### src/rtl/serial_sub16.sv
// Bit-serial subtractor: captures a, b and bin, then produces (a - b - bin) one bit
// per cycle, LSB first. Defining SUB_OVF_EN adds the registered signed-overflow port ovf.
module serial_sub16 #(
    parameter int WIDTH = 16
) (
    input  logic             clk,
    input  logic             rst,
    input  logic             in_valid,
    output logic             in_ready,
    input  logic [WIDTH-1:0] a,
    input  logic [WIDTH-1:0] b,
    input  logic             bin,
    output logic             out_valid,
    input  logic             out_ready,
    output logic [WIDTH-1:0] diff,
    output logic             bout,
`ifdef SUB_OVF_EN
    output logic             ovf,
`endif
    output logic [1:0]       dbg_state
);

    // Handshakes: an operand transfer happens on an edge where in_valid && in_ready;
    // a result transfer happens on an edge where out_valid && out_ready. Neither
    // valid depends combinationally on the matching ready.

    localparam int CW = (WIDTH > 1) ? $clog2(WIDTH) : 1;
    localparam logic [CW-1:0] LAST_BIT = CW'(WIDTH - 1);

    typedef enum logic [1:0] {
        S_IDLE = 2'd0,
        S_RUN  = 2'd1,
        S_DONE = 2'd2
    } state_t;

    state_t           r_state;
    logic [CW-1:0]    r_cnt;
    logic [WIDTH-1:0] r_a;
    logic [WIDTH-1:0] r_b;
    logic             r_br;
    logic [WIDTH-1:0] r_diff;
    logic             r_bout;
    logic             r_out_valid;
    logic             r_in_ready;
`ifdef SUB_OVF_EN
    logic             r_a_msb;
    logic             r_b_msb;
    logic             r_ovf;
`endif

    logic w_ai;
    logic w_bi;
    logic w_d;
    logic w_br_next;

    // Operand registers shift right, so bit 0 is always the bit being processed.
    assign w_ai      = r_a[0];
    assign w_bi      = r_b[0];
    assign w_d       = w_ai ^ w_bi ^ r_br;
    assign w_br_next = (~w_ai & w_bi) | (~w_ai & r_br) | (w_bi & r_br);

    always_ff @(posedge clk) begin
        if (rst) begin
            r_state     <= S_IDLE;
            r_cnt       <= '0;
            r_a         <= '0;
            r_b         <= '0;
            r_br        <= 1'b0;
            r_diff      <= '0;
            r_bout      <= 1'b0;
            r_out_valid <= 1'b0;
            r_in_ready  <= 1'b1;
`ifdef SUB_OVF_EN
            r_a_msb     <= 1'b0;
            r_b_msb     <= 1'b0;
            r_ovf       <= 1'b0;
`endif
        end else begin
            case (r_state)
                S_IDLE: begin
                    if (in_valid) begin
                        r_a        <= a;
                        r_b        <= b;
                        r_br       <= bin;
                        r_cnt      <= '0;
                        r_in_ready <= 1'b0;
                        r_state    <= S_RUN;
`ifdef SUB_OVF_EN
                        r_a_msb    <= a[WIDTH-1];
                        r_b_msb    <= b[WIDTH-1];
`endif
                    end
                end
                S_RUN: begin
                    // Result bits enter at the MSB so bit 0 lands in place after WIDTH shifts.
                    r_a    <= r_a >> 1;
                    r_b    <= r_b >> 1;
                    r_br   <= w_br_next;
                    r_diff <= {w_d, r_diff[WIDTH-1:1]};
                    r_cnt  <= r_cnt + 1'b1;
                    if (r_cnt == LAST_BIT) begin
                        r_bout      <= w_br_next;
                        r_out_valid <= 1'b1;
                        r_state     <= S_DONE;
`ifdef SUB_OVF_EN
                        r_ovf       <= (r_a_msb != r_b_msb) && (w_d != r_a_msb);
`endif
                    end
                end
                S_DONE: begin
                    if (out_ready) begin
                        r_out_valid <= 1'b0;
                        r_in_ready  <= 1'b1;
                        r_state     <= S_IDLE;
                    end
                end
                default: begin
                    r_state     <= S_IDLE;
                    r_out_valid <= 1'b0;
                    r_in_ready  <= 1'b1;
                end
            endcase
        end
    end

    assign in_ready  = r_in_ready;
    assign out_valid = r_out_valid;
    assign diff      = r_diff;
    assign bout      = r_bout;
    assign dbg_state = r_state;
`ifdef SUB_OVF_EN
    assign ovf       = r_ovf;
`endif

endmodule

### config.mk
export PLATFORM = sky130hd
export DESIGN_NAME = serial_sub16
export DESIGN_NICKNAME = d
export VERILOG_FILES = /design/src/rtl/serial_sub16.sv
export SDC_FILE = /design/constraint.sdc
export NUM_CORES = 1
export LEC_CHECK = 0
export ABC_AREA = 1
export CAP_MARGIN = 15
export CORE_MARGIN = 5
export CORE_UTILIZATION = 50
export CTS_CLUSTER_DIAMETER = 80
export DETAILED_ROUTE_END_ITERATION = 8
export PLACE_DENSITY = 0.79
export SLEW_MARGIN = 20
export SYNTH_ARGS = -nofsm -noshare
export SYNTH_HDL_FRONTEND = slang
export SYNTH_SLANG_ARGS = --single-unit
### constraint.sdc
create_clock -name clk -period 1.6 [get_ports clk]
set_input_delay 0.32 -clock clk [delete_from_list [all_inputs] [get_ports clk]]
set_output_delay 0.32 -clock clk [all_outputs]
set_load 0.005 [all_outputs]
==> metrics.md <==
| Metric | Value |
|---|---|
| Core Rows | `26` |
| Via density | `4.941` |
| Hold Path Class | `register to register` |
| Worst EP arrival | `1.21 ns` |
| Final Instance Count excl. Fillers | `522` |
| N_diodes | `0` |
| Syn_nets | `429` |
| Yosys synthesis warning count | `0` |
| HPWL after detailed placement | `4223 µm` |
| WL/cell | `11.75 µm` |
| Reg power frac | `46.6%` |
| Clk network pwr share | `36.9%` |
| Full die area | `0.006777 mm²` |
| Die Ht | `82.32 µm` |
| Critical-path cell with the highest stage delay | `clkdlybuf4s50_1` |
| Mux contribution to synthesized area | `0%` |
| Max Slew Vio Count | `0` |
| Cell family with most CP delay | `buffers and inverters` |
| Synth unique cells | `20` |
| Initial core utilization | `51.20%` |
| IO Count | `58` |
| Most frequent cells in the layout | `nor2_1 (88), nand2_1 (82), nand3_1 (67)` |
| TNS Setup | `0 ns` |
| CTS Buf Count | `9` |
| Cells after synthesis | `390` |
| Layout cells sized above 1 | `7.743%` |
| Antenna viol nets, final | `0` |
| RSZ-0062 raised after global routing | `false` |
| Vias | `2579` |
| Synth Area in Simple Gates | `38.47%` |
| WHS | `0.4505 ns` |
| CTS max path bufs | `2` |
| Pin count of the biggest net entering global routing | `39` |
| First-pass GRT wire length | `9715 µm` |
| VDD IR max | `0.5537 mV` |
| Run status | `finished clean` |
| DRT Pass-1 Iters | `4` |
| Crit end category | `output pin` |
| Vias in the first global route | `2110` |
| Placed insts | `506` |
| Max transition margin | `76.18%` |
| I/O Buffers | `57` |
| Post-synthesis register bit count | `58` |
| Pleak | `1.563 nW` |
| WL final | `6132 µm` |
| CP Max Fanout | `5` |
| Setup WS pre-CTS | `0.01291 ns` |
| Final Skew | `0.008024 ns` |
| Switching share of power | `26.25%` |
| Worst-path clk slew | `0.06 ns` |
| Final Net Count | `486` |
| Final Util | `68.03%` |
| GRT Util Overall | `18.71%` |
| Avg Cell Area, Syn | `6.705 µm²` |
| Period minus WS final | `1.535 ns` |
| DRC viols | `0` |
| Pint | `2.536 mW` |
| GRT overflow | `0` |
| Hold_buf cts | `0` |
| Worst-Margin Slew | `0.3560 ns` |
| Post-synthesis adder-cell area fraction | `1.244%` |
| Synth Area in XOR/XNOR | `0%` |
| Setup ws final | `0.06539 ns` |
| Max Cap Viol | `0` |
| # clock sinks | `58` |
| Initial DRC count | `154` |
| Worst path buffer plus inverter count | `1` |
| Crit-path cells | `clkdlybuf4s50_1` |
| CTS tree | `yes` |
| Area growth, synth to finish | `32.87%` |
| Register area share after synthesis | `44.40%` |
| Critical Path Start Type | `register` |
| Commonest non-fill, non-tap cell in the layout | `nor2_1` |
| # setup viols final | `0` |
| Synth Cell Area | `0.002615 mm²` |
| Main combinational cell family by area after synthesis | `simple AND/OR/NAND/NOR gates` |
| Die Width | `82.32 µm` |
| CP max stage delay | `0.51 ns` |
| Initial antenna violation count | `0` |
| Fin. Hold Viols | `0` |
| Crit share post-route | `95.91%` |
| GPL Wtd Cong | `0.8071` |
| NetSw | `902.4 µW` |
| Max Fclk | `651.6 MHz` |
| Setup CP Type | `register to output pin` |
| Worst EP required | `1.28 ns` |
| H-tree levels | `3` |
| Combinational power share | `16.6%` |
| Core Footprint | `0.005107 mm²` |
| Clock Tree Root | `clkbuf_8` |
| Complex-gate fraction of the synthesized area | `4.976%` |
| Clock Latency Late Sink | `0.33 ns` |
| P per Cell Area | `989.5 mW/mm²` |
-- sequential cells by signal (all words and copies together), names as in the netlist --
signal,cells
in_ready,1
r_a,16
r_cnt,4
r_b,16
dbg_state,2
bout,1
diff,16
r_br,1
out_valid,1
-- area by class of cell --
cell class	instances	area [µm²]
Clock buffer	10	127.6
Tap cell	70	87.58
Clock inverter	6	57.56
Sequential cell	58	1170
Inverter	40	150.1
Multi-Input combinational cell	269	1171
Timing Repair Buffer	69	710.7
Fill cell	439	1633
-- cells by family (layout without fill, tap and decap cells) --
| logic type | count (synthesis) | count (layout) |
|---|---|---|
| compound gates | 26 | 26 |
| fa+ha+maj | 2 | 2 |
| buf+inv | 63 | 125 |
| flops | 58 | 58 |
| simple gates | 241 | 241 |
-- routing by layer --
metal	track usage, %	vias up	routed length (µm)
li1	-	1332	-
met1	26.04	1158	2909
met2	28.04	83	2694
met3	4.989	6	473
met4	5.980	0	55
met5	0	-	0
-- timing repair --
action / in CTS / in global routing
buffers inserted: 0 / 0
resized for setup: 2 / 3
setup endpoints to repair: 2 / 3
-- cells in the mapped netlist (all sizes together) --
master / n / area share [%]
nor2: 90 / 13
clkbuf: 4 / 0.57
dfxtp: 58 / 44
clkinv: 1 / 0.14
nand3: 67 / 13
buf: 19 / 4.6
o21ai: 18 / 3.4
fa: 1 / 0.77
inv: 39 / 5.6
nand2: 84 / 12
ha: 1 / 0.48
a21oi: 8 / 1.5
-- worst register-to-register path: stages (launching register included) --
cell and delay [ns]:
dfxtp_4 0.37, inv_2 0.12, nand2_4 0.17, nand2_2 0.33, nor2_1 0.09, nor2_1 0.11
nor2_1 0.05
-- power by group through the flow --
stage	Combinational [mW]	Clock [mW]	Sequential [mW]
final	0.570	1.27	1.60
after global routing	0.635	1.37	1.61
after CTS	0.572	1.29	1.60
after detailed placement	0.569	0	1.63
after global placement	0.557	0	1.63
after floorplan	0.316	0	1.62
-- through the flow --
stage | area (µm²) | total power [mW]
after detailed placement | 3281 | 2.201
after global placement | 3281 | 2.186
after global routing | 3475 | 3.619
after floorplan | 2615 | 1.940
after CTS | 3468 | 3.460
final | 3475 | 3.438
-- worst paths after layout --
path,from,to,slack (ns),cells past startpoint
setup / recovery,dbg_state[1],dbg_state[1],0.07,1
hold / removal,in_ready,in_ready,0.45,2
setup reg to reg,dbg_state[1],r_br,0.25,6
hold reg to reg,in_ready,in_ready,0.45,2
No activity file was read; power rests on OpenSTA's default activity.
